$ cat src/rtl/tx_packet_scheduler_if.sv
// tx_packet_scheduler_if: descriptor push handshake plus the launch/byte/done
// signals exchanged with the RAM-read and dibit transmit chain.
//
// Handshake: a descriptor transfers on a rising clk edge where
// desc_valid && desc_ready. desc_ready is derived from the registered FIFO
// count. The producer may hold desc_valid with stable data until it is
// accepted; a descriptor offered while desc_ready is low is not taken.
// stream_start, byte_inclk, last_byte and tx_done_in are single-cycle pulses
// without back-pressure.
interface tx_packet_scheduler_if #(
    parameter int AW = 11
);
    logic          desc_valid;
    logic [AW-1:0] desc_start;
    logic [AW-1:0] desc_end;
    logic          desc_ready;
    logic          stream_start;
    logic [AW-1:0] stream_read_start;
    logic [AW-1:0] stream_read_end;
    logic          byte_inclk;
    logic          last_byte;
    logic          tx_done_in;

    // master: everything around the scheduler (packet assembly, stream, serializer)
    modport master (
        output desc_valid, desc_start, desc_end, byte_inclk, tx_done_in,
        input  desc_ready, stream_start, stream_read_start, stream_read_end, last_byte
    );

    // slave: the scheduler itself
    modport slave (
        input  desc_valid, desc_start, desc_end, byte_inclk, tx_done_in,
        output desc_ready, stream_start, stream_read_start, stream_read_end, last_byte
    );
endinterface

$ cat src/rtl/tx_packet_scheduler.sv
// tx_packet_scheduler: queues packet descriptors, launches one memory stream
// per descriptor, flags the final byte, waits for the serializer to drain and
// optionally enforces an inter-frame gap before the next launch.
// Optional feature macro: TX_SCHED_IFG_EN compiles in the GAP state and its
// counter; without it DRAIN returns straight to IDLE and IFG_CYCLES is unused.
// FSM state is exported on dbg_state (IDLE=0, LAUNCH=1, STREAM=2, DRAIN=3, GAP=4).
module tx_packet_scheduler #(
    parameter int RAM_SIZE    = 2048,
    parameter int QUEUE_DEPTH = 4,
    parameter int IFG_CYCLES  = 48
) (
    input  logic                          clk,
    input  logic                          reset_n,
    tx_packet_scheduler_if.slave          bus,
    output logic [$clog2(QUEUE_DEPTH):0]  queue_count,
    output logic                          busy,
    output logic                          pkt_sent,
    output logic [2:0]                    dbg_state
);
    localparam int AW = $clog2(RAM_SIZE);
    localparam int CW = AW + 1;
    localparam int PW = $clog2(QUEUE_DEPTH);
    localparam int QW = PW + 1;

    // Length arithmetic relies on natural wrap of the address width, and the
    // FIFO pointers rely on natural wrap of the pointer width.
    if (QUEUE_DEPTH < 2 || (QUEUE_DEPTH & (QUEUE_DEPTH - 1)) != 0 ||
        RAM_SIZE < 2 || (RAM_SIZE & (RAM_SIZE - 1)) != 0 || IFG_CYCLES < 1) begin : g_bad_params
        $error("tx_packet_scheduler: unsupported parameter values");
    end

    typedef enum logic [2:0] {
        S_IDLE   = 3'd0,
        S_LAUNCH = 3'd1,
        S_STREAM = 3'd2,
        S_DRAIN  = 3'd3,
        S_GAP    = 3'd4
    } state_t;

    state_t        state, state_next;

    logic [AW-1:0] start_mem [QUEUE_DEPTH];
    logic [AW-1:0] end_mem   [QUEUE_DEPTH];
    logic [PW-1:0] wr_ptr, rd_ptr;
    logic [QW-1:0] count;
    logic          not_full;
    logic          push, pop;

    logic [AW-1:0] head_start, head_end, head_len;
    logic [CW-1:0] head_bytes;
    logic [CW-1:0] remaining;
    logic          byte_take;
    logic          sent_set;
    logic [AW-1:0] rd_start_q, rd_end_q;

    assign not_full      = (count != QW'(QUEUE_DEPTH));
    assign push          = bus.desc_valid && not_full;
    assign bus.desc_ready = not_full;
    assign queue_count   = count;

    assign head_start = start_mem[rd_ptr];
    assign head_end   = end_mem[rd_ptr];
    assign head_len   = head_end - head_start;
    // start == end means the whole buffer, as the memory streamer treats it
    assign head_bytes = (head_len == '0) ? CW'(RAM_SIZE) : {1'b0, head_len};

    assign bus.stream_start      = (state == S_LAUNCH);
    assign bus.stream_read_start = rd_start_q;
    assign bus.stream_read_end   = rd_end_q;
    assign busy                  = (state != S_IDLE);
    assign dbg_state             = state;

`ifdef TX_SCHED_IFG_EN
    localparam int GW = (IFG_CYCLES > 1) ? $clog2(IFG_CYCLES) : 1;
    logic [GW-1:0] gap_cnt;

    // Inter-frame gap counter: loaded as the packet completes, counts down in GAP
    always_ff @(posedge clk or negedge reset_n) begin
        if (!reset_n) begin
            gap_cnt <= '0;
        end else if (sent_set) begin
            gap_cnt <= GW'(IFG_CYCLES - 1);
        end else if (state == S_GAP && gap_cnt != '0) begin
            gap_cnt <= gap_cnt - GW'(1);
        end
    end
`endif

    // Descriptor storage; contents need no reset since count gates every read
    always_ff @(posedge clk) begin
        if (push) begin
            start_mem[wr_ptr] <= bus.desc_start;
            end_mem[wr_ptr]   <= bus.desc_end;
        end
    end

    // FIFO pointers and occupancy; simultaneous push and pop leave count unchanged
    always_ff @(posedge clk or negedge reset_n) begin
        if (!reset_n) begin
            wr_ptr <= '0;
            rd_ptr <= '0;
            count  <= '0;
        end else begin
            if (push) wr_ptr <= wr_ptr + PW'(1);
            if (pop)  rd_ptr <= rd_ptr + PW'(1);
            case ({push, pop})
                2'b10:   count <= count + QW'(1);
                2'b01:   count <= count - QW'(1);
                default: count <= count;
            endcase
        end
    end

    // State register
    always_ff @(posedge clk or negedge reset_n) begin
        if (!reset_n) state <= S_IDLE;
        else          state <= state_next;
    end

    // Launch addresses, byte countdown and the completion pulse
    always_ff @(posedge clk or negedge reset_n) begin
        if (!reset_n) begin
            rd_start_q <= '0;
            rd_end_q   <= '0;
            remaining  <= '0;
            pkt_sent   <= 1'b0;
        end else begin
            pkt_sent <= sent_set;
            if (pop) begin
                rd_start_q <= head_start;
                rd_end_q   <= head_end;
                remaining  <= head_bytes;
            end else if (byte_take) begin
                remaining <= remaining - CW'(1);
            end
        end
    end

    // Next state, FIFO pop and the zero-latency final-byte flag
    always_comb begin
        state_next    = state;
        pop           = 1'b0;
        byte_take     = 1'b0;
        sent_set      = 1'b0;
        bus.last_byte = 1'b0;
        case (state)
            S_IDLE: begin
                if (count != '0) begin
                    pop        = 1'b1;
                    state_next = S_LAUNCH;
                end
            end
            S_LAUNCH: state_next = S_STREAM;
            S_STREAM: begin
                if (bus.byte_inclk) begin
                    byte_take = 1'b1;
                    if (remaining == CW'(1)) begin
                        bus.last_byte = 1'b1;
                        state_next    = S_DRAIN;
                    end
                end
            end
            S_DRAIN: begin
                if (bus.tx_done_in) begin
                    sent_set = 1'b1;
`ifdef TX_SCHED_IFG_EN
                    state_next = S_GAP;
`else
                    state_next = S_IDLE;
`endif
                end
            end
            S_GAP: begin
`ifdef TX_SCHED_IFG_EN
                if (gap_cnt == '0) state_next = S_IDLE;
`else
                state_next = S_IDLE;
`endif
            end
            default: state_next = S_IDLE;
        endcase
    end
endmodule

$ cat src/flat_wrapper.sv
// flat-port wrapper written by rule: the top's interface ports become plain ports
module tx_packet_scheduler_flat 
#(
    parameter int RAM_SIZE    = 2048,
    parameter int QUEUE_DEPTH = 4,
    parameter int IFG_CYCLES  = 48
)
  (clk, reset_n, queue_count, busy, pkt_sent, dbg_state, bus_desc_valid, bus_desc_start, bus_desc_end, bus_byte_inclk, bus_tx_done_in, bus_desc_ready, bus_stream_start, bus_stream_read_start, bus_stream_read_end, bus_last_byte);
  tx_packet_scheduler_if #(.AW((11))) bus_i ();
  input  logic clk;
  input  logic reset_n;
  output logic [$clog2(QUEUE_DEPTH):0] queue_count;
  output logic busy;
  output logic pkt_sent;
  output logic [2:0] dbg_state;
  input wire logic [$bits(bus_i.desc_valid)-1:0] bus_desc_valid;
  input wire logic [$bits(bus_i.desc_start)-1:0] bus_desc_start;
  input wire logic [$bits(bus_i.desc_end)-1:0] bus_desc_end;
  input wire logic [$bits(bus_i.byte_inclk)-1:0] bus_byte_inclk;
  input wire logic [$bits(bus_i.tx_done_in)-1:0] bus_tx_done_in;
  output wire logic [$bits(bus_i.desc_ready)-1:0] bus_desc_ready;
  output wire logic [$bits(bus_i.stream_start)-1:0] bus_stream_start;
  output wire logic [$bits(bus_i.stream_read_start)-1:0] bus_stream_read_start;
  output wire logic [$bits(bus_i.stream_read_end)-1:0] bus_stream_read_end;
  output wire logic [$bits(bus_i.last_byte)-1:0] bus_last_byte;
  assign bus_i.desc_valid = bus_desc_valid;
  assign bus_i.desc_start = bus_desc_start;
  assign bus_i.desc_end = bus_desc_end;
  assign bus_i.byte_inclk = bus_byte_inclk;
  assign bus_i.tx_done_in = bus_tx_done_in;
  assign bus_desc_ready = bus_i.desc_ready;
  assign bus_stream_start = bus_i.stream_start;
  assign bus_stream_read_start = bus_i.stream_read_start;
  assign bus_stream_read_end = bus_i.stream_read_end;
  assign bus_last_byte = bus_i.last_byte;
  tx_packet_scheduler #(.RAM_SIZE(RAM_SIZE), .QUEUE_DEPTH(QUEUE_DEPTH), .IFG_CYCLES(IFG_CYCLES)) u_core (.clk(clk), .reset_n(reset_n), .bus(bus_i), .queue_count(queue_count), .busy(busy), .pkt_sent(pkt_sent), .dbg_state(dbg_state));
endmodule
$ cat config.mk
export PLATFORM = sky130hd
export DESIGN_NAME = tx_packet_scheduler_flat
export DESIGN_NICKNAME = d
export VERILOG_FILES = /design/src/rtl/tx_packet_scheduler_if.sv /design/src/rtl/tx_packet_scheduler.sv /design/src/flat_wrapper.sv
export SDC_FILE = /design/constraint.sdc
export NUM_CORES = 1
export LEC_CHECK = 0
export CAP_MARGIN = 20
export CELL_PAD_IN_SITES_DETAIL_PLACEMENT = 0
export CELL_PAD_IN_SITES_GLOBAL_PLACEMENT = 1
export CORE_ASPECT_RATIO = 1.1
export CORE_MARGIN = 3
export CORE_UTILIZATION = 42
export CTS_CLUSTER_SIZE = 12
export DETAILED_ROUTE_END_ITERATION = 10
export PLACE_DENSITY = 0.75
export SYNTH_ARGS = -nofsm -noshare
export SYNTH_HDL_FRONTEND = slang
export SYNTH_SLANG_ARGS = --single-unit
$ cat constraint.sdc
create_clock -name clk -period 3.05 [get_ports clk]
set_input_delay 0.915 -clock clk [delete_from_list [all_inputs] [get_ports clk]]
set_output_delay 0.915 -clock clk [all_outputs]
set_load 0.01 [all_outputs]
=== Word level (Yosys, flattened, before mapping) ===
Memory sizes are Yosys's and may differ from the RTL's.
Index checks and enable logic that the tools add are counted.
W data, S select, Z words.

* Flip-flop bits (word level): 45
* RAM bits: 88
* Bits of input ports: 27
* Logic and storage cells: 55
* Memories kept: 2

* $add $sub $neg: 6
* Equality and inequality tests: 11
* Multiplexer cells: 20
* Reductions and logical operators: 8

{| class="wikitable"
|+ Memories
! name !! depth !! bits a word !! read ports !! clocked after Yosys merged registers in !! write ports !! line !! RTL
|-
| u_core.end_mem || 4 || 11 || 1 || 0 || 1 || tx_packet_scheduler.sv:43 || <nowiki>logic [AW-1:0] end_mem [QUEUE_DEPTH];</nowiki>
|-
| u_core.start_mem || 4 || 11 || 1 || 0 || 1 || tx_packet_scheduler.sv:42 || <nowiki>logic [AW-1:0] start_mem [QUEUE_DEPTH];</nowiki>
|}

{| class="wikitable"
|+ Operators with widths
! cell !! number
|-
| $mux W12 || 3
|-
| $eq A12 B1 Y1 const B || 1
|-
| $mux W3 || 4
|-
| $pmux W3 S4 || 1
|-
| $sub A12 B1 Y12 const B || 1
|-
| $logic_not A11 Y1 || 1
|-
| $mux W1 || 11
|-
| $sub A11 B11 Y11 || 1
|-
| $eq A3 B2 Y1 const B || 2
|-
| $pmux W3 S2 || 1
|-
| $reduce_bool A3 Y1 || 2
|-
| $add A2 B1 Y2 const B || 2
|-
| $ne A2 B1 Y1 const B || 2
|-
| $ne A2 B2 Y1 const B || 2
|-
| $reduce_and A4 Y1 || 1
|-
| $reduce_bool A2 Y1 || 2
|-
| $add A3 B1 Y3 const B || 1
|-
| $eq A3 B1 Y1 const B || 1
|-
| $logic_not A3 Y1 || 1
|-
| $ne A3 B3 Y1 const B || 1
|-
| $sub A3 B1 Y3 const B || 1
|-
| $eq A2 B1 Y1 const B || 1
|-
| $eq A2 B2 Y1 const B || 1
|-
| $logic_and A1 B1 Y1 || 1
|}

=== Depth between registers and ports, before layout ===
* Depth in word-level cells: 5
* Depth in mapped cells: 13

=== Worst setup path before layout ===
Ideal clock, no wire load.

* Path type: flip-flop to flip-flop
* From: register u_core.rd_ptr[0]
* To: register u_core.remaining[8]
* Setup time: 125 ps
* Arrival: 3230 ps
* Required time: 2925 ps
* Slack: -305 ps
* Stages on the path, launching flop included: 14
* Path buffers: 2
* Clock period less this slack: 3355 ps
* Path through: dfrtp_1 -> buf_2 -> buf_2 -> mux4_2 -> inv_1 -> ha_1 -> inv_1 -> fa_1 -> a211oi_1 -> o21bai_1 -> a2111oi_0 -> a21oi_1 -> xor2_1 -> mux2_2

* Word-level cells in the longest chain between the ends: 5
* Elaborated cells between the ends (all ways): 6
* Those cells by class: add/sub: 1; mux: 2; reduce/logical: 1; memory: 2

{| class="wikitable"
|+ Ends and longest elaborated chain
! what !! line !! RTL
|-
| start, declared || tx_packet_scheduler.sv:44 || <nowiki>logic [PW-1:0] wr_ptr, rd_ptr;</nowiki>
|-
| start signal, assigned || tx_packet_scheduler.sv:105 || <nowiki>if (pop) rd_ptr <= rd_ptr + PW'(1);</nowiki>
|-
| $mem_v2 Z4 W11, on equally long branches || n/a ||
|-
| $sub A11 B11 Y11 * || tx_packet_scheduler.sv:63 || <nowiki>assign head_len = head_end - head_start;</nowiki>
|-
| $logic_not A11 Y1 || tx_packet_scheduler.sv:65 || <nowiki>assign head_bytes = (head_len == '0) ? CW'(RAM_SIZE) : {1'b0, head_len};</nowiki>
|-
| $mux W12 * || tx_packet_scheduler.sv:65 ||
|-
| $mux W12 * || tx_packet_scheduler.sv:129 || <nowiki>if (pop) begin</nowiki>
|-
| end signal, assigned || tx_packet_scheduler.sv:132 || <nowiki>remaining <= head_bytes;</nowiki>
|-
| end signal, assigned || tx_packet_scheduler.sv:134 || <nowiki>remaining <= remaining - CW'(1);</nowiki>
|-
| end, declared || tx_packet_scheduler.sv:51 || <nowiki>logic [CW-1:0] remaining;</nowiki>
|}

Mark *: on every way between the ends. The rest lies on a longest branch, timed or not.
A chain may end at the register's enable or synchronous reset.

=== Final worst setup path ===
* From: register u_core.remaining[8]
* To: output bus_last_byte

* Word-level cells in the longest chain between the ends: 4

{| class="wikitable"
|+ Ends and longest elaborated chain
! what !! line !! RTL
|-
| $eq A12 B1 Y1 || tx_packet_scheduler.sv:157 || <nowiki>if (remaining == CW'(1)) begin</nowiki>
|-
| $mux W1 || tx_packet_scheduler.sv:157 ||
|-
| $mux W1 || tx_packet_scheduler.sv:155 || <nowiki>if (bus.byte_inclk) begin</nowiki>
|-
| $mux W1 || tx_packet_scheduler.sv:146 || <nowiki>case (state)</nowiki>
|-
| end, declared || flat_wrapper.sv:25 || <nowiki>output wire logic [$bits(bus_i.last_byte)-1:0] bus_last_byte;</nowiki>
|}

Every way passes these cells.

==> impl_metrics.json <==
{
  "status": "finished clean",
  "crit_path_end_kind": "primary output",
  "min-delay-start": "u_core.bus.stream_read_end[2]$_DFFE_PN0P_",
  "grt_pass1_wl_um": 18100,
  "insertion_delay_ns": 0.41,
  "worst-path-buf-inv": 1,
  "dp_hpwl_um": 7510,
  "grt_util_all_layers_pct": 15.5,
  "rows": 44,
  "diodes": 0,
  "setup_viol": 0,
  "drc": 0,
  "antenna_found_initial": 0,
  "synthArstFlopShare_pct": 33.3,
  "r2r_setup_slack_ns": 0.07,
  "clkSinkCount": 132,
  "rr_startpoint": "u_core.rd_ptr[0]$_DFFE_PN0P_",
  "synth_top_area_share_pct": 46.0,
  "synth_top_area_cell": "edfxtp_1",
  "synth_nets": 448,
  "slowest_stage": "or4_4",
  "min_path_type": "reg -> reg",
  "final_cells": 696,
  "p_int_w": 0.00586,
  "ys_seq_area_share_pct": 65.1,
  "p_sw_share_pct": 35.0,
  "ys_seq_elements": 132,
  "htree_levels": 4,
  "portBuffers": 58,
  "cts_buffers": 17,
  "slew_headroom_pct": 61.9,
  "fin_nets": 550,
  "clk_path_buf_depth": 2,
  "die_y_um": 129,
  "crit_start": "u_core.remaining[8]$_DFFE_PN0P_",
  "crit_chain": "or3_4 -> or4_4 -> nor4_4 -> and2_4 -> buf_6",
  "vias": 3416,
  "drive_gt1_share_pct": 22.1,
  "place_area_um2": 6790,
  "avgViaCountPerCell": 4.91,
  "tns_ns": 0,
  "min_period_ns": 3.03,
  "p_leak_nw": 2.95,
  "synthCells": 397,
  "critPathLaunchType": "flop",
  "grt_max_degree": 53,
  "grt-ovfl-total": 0,
  "cts-hold-fix-buffers": 0,
  "slowest_delay_ns": 0.54,
  "power_density_nw_per_um2": 1210,
  "p_seq_share_pct": 30.5,
  "synth_ff_type": "edfxtp_1",
  "clkTransAtPathRegs_ns": 0.06,
  "hold_ws_ns": 0.473,
  "period_share_pct": 99.4,
  "cp_max_fo": 2,
  "grt_pass1_vias": 3643,
  "netSwitchingPower_w": 0.00315,
  "skew_ns": 0.0186,
  "die_area_um2": 15100,
  "cts_tree": "done",
  "finalHoldViolCount": 0,
  "syn_area_um2": 5750,
  "required_ns": 2.13,
  "fmax_mhz": 330,
  "worst_r2r_path_depth": 11,
  "hold_depth": 2,
  "critical_path_arrival_ns": 2.12,
  "reg2reg_to": "u_core.remaining[8]$_DFFE_PN0P_",
  "slew_viol_final": 0,
  "yosysUniqueCellTypes": 46,
  "cp_top_family": "simple AND/OR/NAND/NOR gates",
  "die_w_um": 118,
  "wire_per_inst_um": 15.6,
  "max-vdd-ir-drop_v": 0.000479,
  "synth_edf_count": 88,
  "fillers": 1128,
  "ant_nets": 0,
  "syn_avg_cell_area_um2": 14.5,
  "max_slew.worst_pin.slew_ns": 0.571,
  "wl_um": 10800,
  "gp_congestion": 0.771,
  "combPwrFrac_pct": 49.2,
  "rsz0062_at_grt": "true",
  "io_pins": 60,
  "yosys_warnings": 0,
  "worstHoldEndpoint": "u_core.bus.stream_read_end[2]$_DFFE_PN0P_",
  "crit_type": "reg -> out",
  "dr.pass1.iters": 4,
  "root_buffer": "clkbuf_16",
  "pwr-share-clk_pct": 20.3,
  "synth_area_leaders": "edfxtp_1, dfrtp_1, mux4_2",
  "utilization_pct": 55.7,
  "postLayoutCellArea_um2": 7420,
  "initial_core_util_pct": 43.2,
  "place_inst": 663,
  "max_cap_violations": 0,
  "drt_iter0_drc": 184,
  "coreArea_um2": 13300,
  "cp.depth": 5,
  "syn2layout_area_growth_pct": 29.1
}
[power groups by stage]
stage | Sequential (W) | Clock (W) | Combinational, W
2_1_floorplan | 0.00280 | 0 | 0.00254
3_3_place_gp | 0.00276 | 0 | 0.00410
3_5_place_dp | 0.00279 | 0 | 0.00416
4_1_cts | 0.00275 | 0.00187 | 0.00425
5_1_grt | 0.00281 | 0.00197 | 0.00495
6_report | 0.00275 | 0.00183 | 0.00443
[cell families after synthesis]
logic type               Yosys count  synth area share (%)
AO/OA/AOI/OAI                     47                  4.94
XOR/XNOR                          25                  3.81
adder cells (fa/ha/maj)           24                  5.48
buffers and inverters             40                  2.74
flip-flops                       132                  65.1
multiplexers                      25                  9.27
other                              1                0.0652
AND/OR/NAND/NOR                  103                  8.59
[cells in the final DEF (no fill, tap or decap), types with 3 or more instances in the layout]
cell	instances
edfxtp_1	88
nand2_1	63
clkdlybuf4s50_1	55
dfrtp_1	43
buf_4	37
inv_1	25
mux4_2	22
o21ai_0	22
ha_1	21
clkbuf_16	17
xor2_1	13
xnor2_1	11
nor2_1	9
a21oi_1	8
clkbuf_1	8
and2_1	5
and3_1	4
nor3_1	3
nor4_1	3
[repair_timing]
action / 4_1_cts / 5_1_grt
pin swaps: 2 / 5
gates cloned: 0 / 0
endpoints found under the setup margin: 3 / 3
endpoints found under the hold margin: 0 / 0
setup buffers: 1 / 0
gates resized for setup: 12 / 14
[layout make-up]
cell class	count	area (um2)	area share (%)
well taps	184	230	3.10
multi-input cells	225	1930	26.1
clock buffers	27	483	6.51
repair buffers	97	880	11.8
clock inverters	5	53.8	0.725
inverters	26	97.6	1.31
flip-flops and latches	132	3740	50.4
[layer usage]
metal	GRT usage [%]	vias up	routed length, um
met2	26.3	64	5580
li1	-	1645	-
met4	7.45	0	181
met1	18.9	1693	4720
met3	3.74	14	341
met5	0	-	0
[registers in the layout (all words and copies together) (netlist names)]
| name | flops |
|---|---|
| u_core.end_mem | 44 |
| u_core.start_mem | 44 |
| u_core.remaining | 12 |
| u_core.bus.stream_read_end | 11 |
| u_core.bus.stream_read_start | 11 |
| u_core.queue_count | 3 |
| u_core.dbg_state | 2 |
| u_core.rd_ptr | 2 |
| u_core.wr_ptr | 2 |
| u_core.pkt_sent | 1 |
[cells in the mapped netlist (2+ instances only)]
cell,instances
edfxtp_1,88
nand2_1,64
dfrtp_1,44
inv_1,26
o21ai_0,23
ha_1,22
mux4_2,22
xor2_1,13
xnor2_1,12
clkbuf_1,10
a21oi_1,9
nor2_1,9
and2_1,5
and3_1,4
buf_2,3
nor3_1,3
nor4_1,3
a211oi_1,2
a21bo_2,2
a221oi_1,2
fa_1,2
mux2_2,2
nand3_1,2
o31ai_1,2
or4_4,2
[metrics by stage]
stage	total power, W	setup slack (ns)
2_1_floorplan	0.00534	0.00109
3_3_place_gp	0.00686	-0.243
3_5_place_dp	0.00694	-0.237
4_1_cts	0.00888	-0.0173
5_1_grt	0.00973	-0.0531
6_report	0.00901	0.0174
[worst min-delay path: stages, from the launching register on]
cell     delay [ns]
dfrtp_1        0.34
nand2_1        0.05
nand2_1        0.05
[how the worst max path moves through the flow]
stage / slack (ns) / end
after CTS: -0.02 / bus_last_byte
final: 0.02 / bus_last_byte
after detailed placement: -0.24 / bus_last_byte
after global placement: -0.24 / bus_last_byte
after global routing: -0.05 / bus_last_byte
after floorplan: 0.001 / u_core.remaining[8]$_DFFE_PN0P_
(Power assumes the default switching activity.)
